===== src/rtl/cmp_minmax_seq.sv =====
// Running min/max/count over a framed sample stream, using one shared external
// magnitude comparator for two compares per sample. Any inconsistent flag vector sets a sticky error.
module cmp_minmax_seq #(
    parameter int unsigned DATA_W  = 4,
    parameter int unsigned COUNT_W = 8
) (
    input  logic               clk_i,
    input  logic               rst_ni,
    input  logic               in_valid_i,
    output logic               in_ready_o,
    input  logic [DATA_W-1:0]  in_data_i,
    input  logic               in_last_i,
    output logic [DATA_W-1:0]  cmp_a_o,
    output logic [DATA_W-1:0]  cmp_b_o,
    input  logic [5:0]         cmp_y_i,
    output logic               out_valid_o,
    input  logic               out_ready_i,
    output logic [DATA_W-1:0]  out_min_o,
    output logic [DATA_W-1:0]  out_max_o,
    output logic [COUNT_W-1:0] out_count_o,
    output logic               out_err_o
);

    localparam logic [2:0] StIdle   = 3'd0;
    localparam logic [2:0] StWait   = 3'd1;
    localparam logic [2:0] StCmpMax = 3'd2;
    localparam logic [2:0] StCmpMin = 3'd3;
    localparam logic [2:0] StDone   = 3'd4;

    logic [2:0]         state_q, state_d;
    logic [DATA_W-1:0]  min_q, min_d;
    logic [DATA_W-1:0]  max_q, max_d;
    logic [DATA_W-1:0]  sample_q, sample_d;
    logic [COUNT_W-1:0] count_q, count_d;
    logic               last_q, last_d;
    logic               err_q, err_d;

    logic flag_eq, flag_ne, flag_gt, flag_lt, flag_ge, flag_le;
    logic flags_bad;
    logic in_xfer;

    assign {flag_eq, flag_ne, flag_gt, flag_lt, flag_ge, flag_le} = cmp_y_i;

    // Exactly one of eq/gt/lt must hold; the other three flags are derived from them.
    always_comb begin
        flags_bad = (flag_ne != ~flag_eq)
                  | (flag_ge != (flag_gt | flag_eq))
                  | (flag_le != (flag_lt | flag_eq))
                  | (({1'b0, flag_eq} + {1'b0, flag_gt} + {1'b0, flag_lt}) != 2'd1);
    end

    assign in_ready_o  = rst_ni && ((state_q == StIdle) || (state_q == StWait));
    assign in_xfer     = in_valid_i && in_ready_o;
    assign out_valid_o = (state_q == StDone);
    assign out_min_o   = min_q;
    assign out_max_o   = max_q;
    assign out_count_o = count_q;
    assign out_err_o   = err_q;

    always_comb begin
        cmp_a_o = '0;
        cmp_b_o = '0;
        if (state_q == StCmpMax) begin
            cmp_a_o = sample_q;
            cmp_b_o = max_q;
        end else if (state_q == StCmpMin) begin
            cmp_a_o = sample_q;
            cmp_b_o = min_q;
        end
    end

    always_comb begin
        state_d  = state_q;
        min_d    = min_q;
        max_d    = max_q;
        sample_d = sample_q;
        count_d  = count_q;
        last_d   = last_q;
        err_d    = err_q;
        case (state_q)
            StIdle: begin
                if (in_xfer) begin
                    min_d   = in_data_i;
                    max_d   = in_data_i;
                    count_d = COUNT_W'(1);
                    err_d   = 1'b0;
                    state_d = in_last_i ? StDone : StWait;
                end
            end
            StWait: begin
                if (in_xfer) begin
                    sample_d = in_data_i;
                    last_d   = in_last_i;
                    if (count_q != {COUNT_W{1'b1}}) begin
                        count_d = count_q + COUNT_W'(1);
                    end
                    state_d = StCmpMax;
                end
            end
            StCmpMax: begin
                if (flag_gt) begin
                    max_d = sample_q;
                end
                if (flags_bad) begin
                    err_d = 1'b1;
                end
                state_d = StCmpMin;
            end
            StCmpMin: begin
                if (flag_lt) begin
                    min_d = sample_q;
                end
                if (flags_bad) begin
                    err_d = 1'b1;
                end
                state_d = last_q ? StDone : StWait;
            end
            StDone: begin
                if (out_ready_i) begin
                    state_d = StIdle;
                end
            end
            default: state_d = StIdle;
        endcase
    end

    always_ff @(posedge clk_i or negedge rst_ni) begin
        if (!rst_ni) begin
            state_q  <= StIdle;
            min_q    <= '0;
            max_q    <= '0;
            sample_q <= '0;
            count_q  <= '0;
            last_q   <= 1'b0;
            err_q    <= 1'b0;
        end else begin
            state_q  <= state_d;
            min_q    <= min_d;
            max_q    <= max_d;
            sample_q <= sample_d;
            count_q  <= count_d;
            last_q   <= last_d;
            err_q    <= err_d;
        end
    end

endmodule


===== config.mk =====
export PLATFORM = sky130hd
export DESIGN_NAME = cmp_minmax_seq
export DESIGN_NICKNAME = d
export VERILOG_FILES = /design/src/rtl/cmp_minmax_seq.sv
export SDC_FILE = /design/constraint.sdc
export NUM_CORES = 1
export LEC_CHECK = 0
export ABC_AREA = 1
export BUFFER_PORTS_ARGS = -buffer_cell sky130_fd_sc_hd__buf_2
export CAP_MARGIN = 40
export CORE_MARGIN = 2
export CORE_UTILIZATION = 47
export CTS_CLUSTER_SIZE = 20
export DETAILED_ROUTE_END_ITERATION = 7
export PLACE_DENSITY = 0.77
export SYNTH_ARGS = -nofsm -noshare
export SYNTH_HDL_FRONTEND = slang
export SYNTH_SLANG_ARGS = --single-unit

===== constraint.sdc =====
create_clock -name clk_i -period 1.3 [get_ports clk_i]
set_clock_uncertainty 0.15 [all_clocks]
set_input_delay 0.26 -clock clk_i [delete_from_list [all_inputs] [get_ports clk_i]]
set_output_delay 0.26 -clock clk_i [all_outputs]
set_load 0.01 [all_outputs]

==> flow_summary.toml <==
[drt]
drtIter0Drc = 251
dr.pass1.iters = 6
drc = 0
wire_per_inst_um = 19.1
vias = 2050
drt-total-wl_um = 6790
vias_per_cell = 5.77
ant_nets = 0

[yosys]
synth-seq-cells = 25
ys_seq_area_share_pct = 40.3
synthesis.nets = 230
avgSynthCellArea_um2 = 7.32
yosys_warnings = 0
syn_area_mm2 = 0.00155
synth.distinct_cells = 27
synthCells = 212

[pwr]
p_sw_share_pct = 47.1
comb_power_share_pct = 65.6
clock_power_share_pct = 7.9
p_int_w = 0.00271
pwr_density_cell_mw_per_mm2 = 1900
fin_total_pwr_w = 0.00512
seq_power_share_pct = 26.5
peakVddDrop_mv = 1.18
switching_power_w = 0.00241
p_leak_nw = 1.37

[sta]
rsz0062_at_grt = "true"
maxSlewViolCount = 0
fin_crit_sh_pct = 146
final.setup.tns_ns = -14.26
worstMarginPinSlew_ns = 0.294
max_freq_mhz = 528
setup_ws_ns = -0.593
finalHoldViolCount = 0
setup_violations = 52
slew_headroom_pct = 80.3
finalCriticalPeriod_ns = 1.89

[critical_path]
slowest_delay_ns = 0.41
path_class = "register to output pin"
worst_path_max_delay_cell = "dfrtp_1"
path_cells = "inv_2 > nor2_4 > nand2_4 > inv_4 > nand2_2 > o21ai_2 > buf_2"
endpoint_kind = "output pin"
path_max_fanout = 4
cp-start-kind = "register"
crit_required_ns = 0.89
worstPathArrival_ns = 1.48

[clock_network]
cts_buffers = 3
clk_latency_ns = 0.36
clk_pin_slew_worst_paths_ns = 0.16
cts_buffer_depth = 2
cts_sinks = 25
cts-root-buf = "clkbuf_4"
htreeDepth = 1
tritoncts = "built"

[floorplanning]
dieArea_mm2 = 0.00378
die_h_um = 61.5
num_rows = 20
die_x_um = 61.5
fp.coreArea_mm2 = 0.00310
ioPinCount = 42
initial_core_util_pct = 50.0

[cells_and_area]
fill_cells = 164
num_antenna_cells = 0
area_delta_synth_final_pct = 74.0
final_common_cell = "buf_4"
drive_above_1_share_pct = 58.2
finalNetCount = 330
final_cell_mix = "buf_4, nand2_1, buf_2"
fin_cells = 355

[placement]
gp_congestion = 0.786
place_inst = 327
port_buffers = 41
pre_cts_ws_ns = -0.321
dp_hpwl_um = 2890

[outcome]
violations = "setup timing"
outcome = "finished with violations"

[grt]
grt_pass1_wl_um = 7340
track_usage_pct = 26.7
grt_max_degree = 22
antenna_found_initial = 0
first_global_vias = 1641
overflow = 0

[job]
maxCapViolations = 0

[hold_path]
hold_path.class = "input port to register"
==> state kept, by name (all words and copies together), names as in the netlist <==
name	count
last_q	1
out_count_o	8
out_err_o	1
out_max_o	4
out_min_o	4
sample_q	4
state_q	3
==> layer usage <==
layer / track usage, % / vias up / share of wire [%]
li1: - / 871 / -
met1: 32.0 / 949 / 36
met2: 49.8 / 170 / 49
met3: 2.10 / 60 / 7.9
met4: 9.42 / 0 / 6.5
met5: 0 / - / 0
==> cells in the mapped netlist <==
master	n	share of area, %
nand2_2	9	3.6
o21bai_1	1	0.48
nand3b_1	1	0.48
o21ai_1	10	3.2
inv_2	2	0.48
nand2_1	52	13
dfrtp_1	25	40
nor3_2	1	0.65
o21ai_2	7	4.0
and2_1	1	0.40
nand3_1	12	3.9
inv_1	36	8.7
a21oi_1	3	0.97
nor2_4	1	0.73
xor2_1	1	0.56
buf_8	1	0.97
nand4_1	2	0.81
o22ai_1	1	0.40
nand2_4	1	0.73
nor2_1	15	3.6
buf_2	1	0.32
ha_1	2	1.6
o21ai_0	23	7.4
or2_2	1	0.40
fa_1	1	1.3
nand3_2	1	0.65
buf_6	1	0.73
==> cell families after synthesis <==
kind of cell	after synthesis	synth area share (%)
AOI/OAI and AO/OA	45	16.5
xor gates and xnor gates	1	0.565
adders and majority gates	3	2.90
buffers and inverters	41	11.2
DFF	25	40.3
and+or+nand+nor	97	28.5
==> worst paths after layout <==
| path | start | to | slack, ns | cells past startpoint |
|---|---|---|---|---|
| max | state_q[1]$_DFFE_PN0P_ | cmp_b_o[3] | -0.59 | 7 |
| min | in_data_i[0] | sample_q[0]$_DFFE_PN0P_ | 0.04 | 3 |
| max reg2reg | state_q[1]$_DFFE_PN0P_ | out_max_o[3]$_DFFE_PN0P_ | -0.50 | 10 |
| min reg2reg | out_err_o$_DFFE_PN0P_ | out_err_o$_DFFE_PN0P_ | 0.38 | 2 |
| max in group asynchronous | rst_ni | out_count_o[4]$_DFFE_PN0P_ | 0.33 | 3 |
| min in group asynchronous | rst_ni | state_q[2]$_DFFE_PN0P_ | 0.32 | 3 |
==> repair_timing <==
item                                   in CTS  in global routing
resized for setup                          51                 52
endpoints found under the hold margin      25                  0
setup endpoints to repair                  50                 52
hold buffers                                1                  0
pin swaps                                   8                 13
buffers inserted                           16                 10
gates cloned                                1                  0
==> power groups by stage <==
stage          clock (W)  sequential, W  combinational [W]
2_1_floorplan          0        0.00139           0.000998
4_1_cts         0.000383        0.00127            0.00255
6_report        0.000403        0.00136            0.00336
5_1_grt         0.000437        0.00138            0.00354
3_3_place_gp           0        0.00128            0.00192
3_5_place_dp           0        0.00130            0.00197
==> area by class of cell <==
cell class              instances  area (um^2)  area share (%)
clock buffers                   3         22.5           0.834
flip-flops and latches         25          633            23.4
repair buffers                 97          782            29.0
inverters                      38          173            6.39
multi-input cells             147         1030            38.0
well taps                      44         55.1            2.04
clock inverters                 1         7.51           0.278
==> stage by stage <==
step / hold WS [ns] / instance area [um^2] / utilization (%)
after detailed placement: 0.0718 / 2100 / 67.5
after global placement: 0.0712 / 2100 / 67.5
after floorplan: -0.186 / 1610 / -
after CTS: 0.0358 / 2460 / 79.2
after global routing: 0.0473 / 2700 / 87.0
final: 0.0363 / 2700 / 87.0
==> worst max-delay path: cells and delay by family, from the launching register on <==
family / cells / cell delay [ns]
buffers and inverters: 3 / 0.31
flip-flops: 1 / 0.41
AND/OR/NAND/NOR: 3 / 0.36
AO/OA/AOI/OAI: 1 / 0.06
Power figures use the tool's default switching activity.
